File: src/rtl/int_issue_unit.sv
// Integer issue/execute stage: takes one ready op from the reservation station,
// executes it (single-cycle ALU or multi-cycle MUL) and broadcasts the result on the CDB.
module int_issue_unit #(
  parameter int DATA_W     = 32,
  parameter int TAG_W      = 6,
  parameter int OP_W       = 4,
  parameter int MUL_CYCLES = 4
) (
  input  logic              clk,
  input  logic              reset,
  input  logic              issueque_ready,
  input  logic [DATA_W-1:0] issueque_rs1_data,
  input  logic [DATA_W-1:0] issueque_rs2_data,
  input  logic [TAG_W-1:0]  issueque_rd_tag,
  input  logic [OP_W-1:0]   issueque_opcode,
  output logic              issueblk_done,
  output logic              cdb_req,
  input  logic              cdb_grant,
  output logic              cdb_valid,
  output logic [TAG_W-1:0]  cdb_tag,
  output logic [DATA_W-1:0] cdb_data
);

  localparam int CNT_W = (MUL_CYCLES > 1) ? $clog2(MUL_CYCLES) : 1;
  localparam logic [OP_W-1:0] OP_MUL = OP_W'(10);

  typedef enum logic [1:0] {IDLE, MUL, BCAST} state_t;

  state_t            state, state_next;
  logic [CNT_W-1:0]  count;
  logic [DATA_W-1:0] op_a, op_b, result, alu_result;
  logic [TAG_W-1:0]  tag;
  logic [4:0]        shamt;
  logic              accept, is_mul, mul_finish;

  assign shamt         = issueque_rs2_data[4:0];
  assign is_mul        = (issueque_opcode == OP_MUL);
  assign issueblk_done = accept;

  // Single-cycle result; MUL only takes this path when it needs no extra cycles
  always_comb begin
    alu_result = '0;
    case (int'(issueque_opcode))
      0:  alu_result = issueque_rs1_data + issueque_rs2_data;
      1:  alu_result = issueque_rs1_data - issueque_rs2_data;
      2:  alu_result = issueque_rs1_data & issueque_rs2_data;
      3:  alu_result = issueque_rs1_data | issueque_rs2_data;
      4:  alu_result = issueque_rs1_data ^ issueque_rs2_data;
      5:  alu_result = issueque_rs1_data << shamt;
      6:  alu_result = issueque_rs1_data >> shamt;
      7:  alu_result = $signed(issueque_rs1_data) >>> shamt;
      8:  alu_result = {{(DATA_W-1){1'b0}}, ($signed(issueque_rs1_data) < $signed(issueque_rs2_data))};
      9:  alu_result = {{(DATA_W-1){1'b0}}, (issueque_rs1_data < issueque_rs2_data)};
      10: alu_result = (MUL_CYCLES == 1) ? issueque_rs1_data * issueque_rs2_data : '0;
      default: alu_result = '0;
    endcase
  end

  always_ff @(posedge clk or negedge reset) begin
    if (!reset) state <= IDLE;
    else        state <= state_next;
  end

  // Counter is loaded with MUL_CYCLES-1; the product is ready when it is about to reach 0
  always_comb begin
    state_next = state;
    accept     = 1'b0;
    mul_finish = 1'b0;
    cdb_req    = 1'b0;
    cdb_valid  = 1'b0;
    cdb_tag    = '0;
    cdb_data   = '0;
    case (state)
      IDLE: accept = issueque_ready;
      MUL: begin
        mul_finish = (count == CNT_W'(1));
        if (mul_finish) state_next = BCAST;
      end
      BCAST: begin
        cdb_req   = 1'b1;
        cdb_valid = cdb_grant;
        if (cdb_grant) begin
          cdb_tag    = tag;
          cdb_data   = result;
          accept     = issueque_ready;
          state_next = IDLE;
        end
      end
      default: state_next = IDLE;
    endcase
    accept = accept & reset;
    if (accept) state_next = (is_mul && MUL_CYCLES > 1) ? MUL : BCAST;
  end

  always_ff @(posedge clk or negedge reset) begin
    if (!reset) begin
      count  <= '0;
      op_a   <= '0;
      op_b   <= '0;
      tag    <= '0;
      result <= '0;
    end else if (accept) begin
      op_a   <= issueque_rs1_data;
      op_b   <= issueque_rs2_data;
      tag    <= issueque_rd_tag;
      result <= alu_result;
      count  <= CNT_W'(MUL_CYCLES - 1);
    end else if (state == MUL) begin
      count <= count - CNT_W'(1);
      if (mul_finish) result <= op_a * op_b;
    end
  end

endmodule
File: config.mk
export PLATFORM = sky130hd
export DESIGN_NAME = int_issue_unit
export DESIGN_NICKNAME = d
export VERILOG_FILES = /design/src/rtl/int_issue_unit.sv
export SDC_FILE = /design/constraint.sdc
export NUM_CORES = 2
export LEC_CHECK = 0
export BUFFER_PORTS_ARGS = -buffer_cell sky130_fd_sc_hd__buf_2
export CORE_MARGIN = 1
export CORE_UTILIZATION = 59
export DETAILED_ROUTE_END_ITERATION = 8
export HOLD_SLACK_MARGIN = 0.06
export PLACE_DENSITY = 0.86
export SLEW_MARGIN = 20
export SYNTH_ARGS = -nofsm -noshare
export SYNTH_HDL_FRONTEND = slang
export SYNTH_SLANG_ARGS = --single-unit
File: constraint.sdc
create_clock -name clk -period 7.4 [get_ports clk]
set_clock_uncertainty 0.05 [all_clocks]
set_input_delay 1.48 -clock clk [delete_from_list [all_inputs] [get_ports clk]]
set_output_delay 1.48 -clock clk [all_outputs]
set_load 0.05 [all_outputs]
==> impl_metrics.ini <==
[synthesis]
yosys.area_share.adder_pct = 39.0
synth-main-ff-cell = dfrtp_1
synth_cells = 3389
ys_warn_count = 0
synth_nets = 4098
synth_edf_count = 0
yosys.area_share.simple_pct = 19.3
synth_top_family_by_area = adder cells
synthArstFlopShare_pct = 100
syn_avg_cell_area_sq_um = 8.31
synth_xor_area_share_pct = 3.42
ys_types = 77
synthMuxAreaShare_pct = 5.48
synth-compound-area-share_pct = 14.1
seq_area_frac_synth_pct = 9.42
syn_area_sq_mm = 0.0282
synth-seq-cells = 106

[global_routing]
grt_pass1_vias = 25410
grt_use_total_pct = 41.9
antenna_found_initial = 3
grt-ovfl-total = 0
grt_pass1_wl_um = 152000
grt_max_degree = 113

[sta]
period_minus_slack_ns = 7.18
tightest_slew_ns = 1.02
hold-worst-slack_ns = 0.429
slew_headroom_pct = 32.1
maxSlewViolCount = 0
report.final.setup_viol = 0
fin_ws_ns = 0.222
period_share_pct = 97.0
finalHoldViolCount = 0
fmaxAchievable_mhz = 139

[final_layout]
layout-drive-gt1-share_pct = 10.1
fin_nets = 4117
utilization_pct = 63.8
final_area_sq_mm = 0.0299
areaGrowthSynthToFinish_pct = 6.17
fillers = 3848

[critical_path]
crit_required_ns = 7.60
cp-start-kind = register
crit_path_max_fanout = 8
arrival_ns = 7.38
worstSetupPathType = reg -> reg
cp-end-kind = register

[detailed_routing]
drt_iter0_markers = 3153
wl_per_cell_um = 24.7
drc_errors = 6
wl_um = 99400
drtAntennaViolNets = 0
vias = 25767
dr.pass1.iters = 9
vias_per_cell = 6.41

[clocking]
cts_root_buffer = clkbuf_16
cts_buffers = 9
cts_hold_buf = 0
cts_tree = yes
cts_htree_levels = 3
clock_sinks = 106
clk_latency_ns = 0.39
max-clock-path-buffers = 2
cts.clk_slew.worst_paths_ns = 0.08

[outcome]
violations = DRC
status = finished, violations left

[placed_design]
place_ws_ns = -0.179
gp_congestion = 1.07
place.port_buffers = 118
dpl-instance-area_sq_mm = 0.0295
dp_hpwl_um = 79800

[floorplan]
dieArea_sq_mm = 0.0486
core-area_sq_mm = 0.0469
die_x_um = 221
std_cell_rows = 79
start_util_pct = 60.1
ios = 119
die_height_um = 221

[worst_hold_path]
hold_class = reg -> reg

[run]
maxCapViolCount = 0
## cell type report
type	count	area [sq um]	share of cell area, %
Clock buffer	9	225	0.753
Timing Repair Buffer	225	1460	4.88
Antenna cell	3	7.51	0.0251
Tap cell	607	759	2.54
Clock inverter	6	73.8	0.247
Multi-Input combinational cell	2588	22900	76.6
Sequential cell	106	2680	8.97
Inverter	478	1790	6.00
## cell usage in the layout (no fill, tap or decap), types with 17 or more instances in the layout
| master | Yosys | final |
|---|---|---|
| inv_1 | 476 | 475 |
| nand2_1 | 415 | 415 |
| fa_1 | 410 | 410 |
| and2_1 | 318 | 318 |
| ha_1 | 221 | 220 |
| nor2_1 | 214 | 214 |
| o21ai_0 | 191 | 191 |
| a21oi_1 | 148 | 147 |
| buf_2 | 17 | 117 |
| buf_4 | 1 | 103 |
| xnor2_1 | 88 | 88 |
| dfrtp_1 | 106 | 83 |
| mux2i_1 | 52 | 52 |
| and3_1 | 46 | 46 |
| mux4_2 | 41 | 41 |
| nor3_1 | 34 | 31 |
| nand3_1 | 30 | 30 |
| a221oi_1 | 28 | 28 |
| a211oi_1 | 24 | 24 |
| a21o_1 | 23 | 23 |
| xor2_1 | 22 | 22 |
| dfrtp_2 | 0 | 22 |
| a31oi_1 | 21 | 21 |
| a221o_1 | 19 | 19 |
| or3_1 | 18 | 18 |
| o211ai_1 | 17 | 17 |
## Yosys cell counts, types with 28 or more instances
cell type | instances | area (sq um)
nand3_1 | 30 | 150
and2_1 | 318 | 1990
xnor2_1 | 88 | 771
nor3_1 | 34 | 170
and3_1 | 46 | 288
dfrtp_1 | 106 | 2650
o21ai_0 | 191 | 956
nand2_1 | 415 | 1560
mux2i_1 | 52 | 521
nor2_1 | 214 | 803
inv_1 | 476 | 1790
fa_1 | 410 | 8210
clkbuf_1 | 184 | 691
mux4_2 | 41 | 923
a221oi_1 | 28 | 245
ha_1 | 221 | 2770
a21oi_1 | 148 | 741
## cells by family (layout without fill, tap and decap cells)
| group | Yosys count | after routing |
|---|---|---|
| mux | 102 | 102 |
| other cells | 0 | 3 |
| xor+xnor | 110 | 110 |
| simple gates | 1127 | 1127 |
| buf+inv | 695 | 718 |
| compound gates | 618 | 618 |
| flops | 106 | 106 |
| fa+ha+maj | 631 | 631 |
## critical path, stage by stage, from the launching register on
cell and delay [ns]:
dfrtp_2 0.50, buf_4 0.19, buf_4 0.16, nand2_1 0.08
fa_1 0.56, inv_1 0.08, fa_1 0.54, inv_1 0.06
fa_1 0.51, inv_1 0.06, fa_1 0.53, inv_1 0.05
fa_1 0.41, fa_1 0.59, fa_1 0.45, fa_1 0.43
xor2_1 0.17, xnor2_1 0.23, xnor2_1 0.17, xnor2_1 0.10
xnor2_1 0.26, xnor2_1 0.19, xnor2_1 0.15, buf_4 0.15
xnor2_1 0.12, o211ai_1 0.11, o311ai_0 0.15
## registers in the layout (all words and copies together), names as in the netlist
signal and count:
op_b 32, tag 6, result 32, state 2, op_a 32, count 2
## repair_timing
item                       in CTS  in global routing
setup buffers                   0                  4
setup endpoints to repair       3                  9
pin swaps                       1                  1
gates resized for setup         2                 26
## layer usage
metal	GRT usage [%]	vias up	wire length, um
met4	18.8	2	5210
met2	64.9	1671	44500
li1	-	11055	-
met3	7.74	320	11200
met5	0	-	12
met1	57.4	12719	38600
## final timing paths
path	startpoint	end	slack, ns	depth (start not counted)
worst min-delay path	tag[5]	tag[5]	0.43	2
max in group asynchronous	reset	op_b[11]	4.86	2
worst max register to register	op_a[11]	result[31]	0.22	26
worst max-delay path	op_a[11]	result[31]	0.22	26
worst min register to register	tag[5]	tag[5]	0.43	2
min in group asynchronous	reset	result[0]	1.07	1
## stage by stage
stage	TNS [ns]	cells
after floorplan	0	3389
after global placement	0	4000
after detailed placement	-0.232	4000
after CTS	0	4015
after global routing	-0.00479	4019
final	0	4022
Power is left out: the tool's default activity adds up to more than one toggle a clock period on the data nets, which glitch-free logic cannot reach.
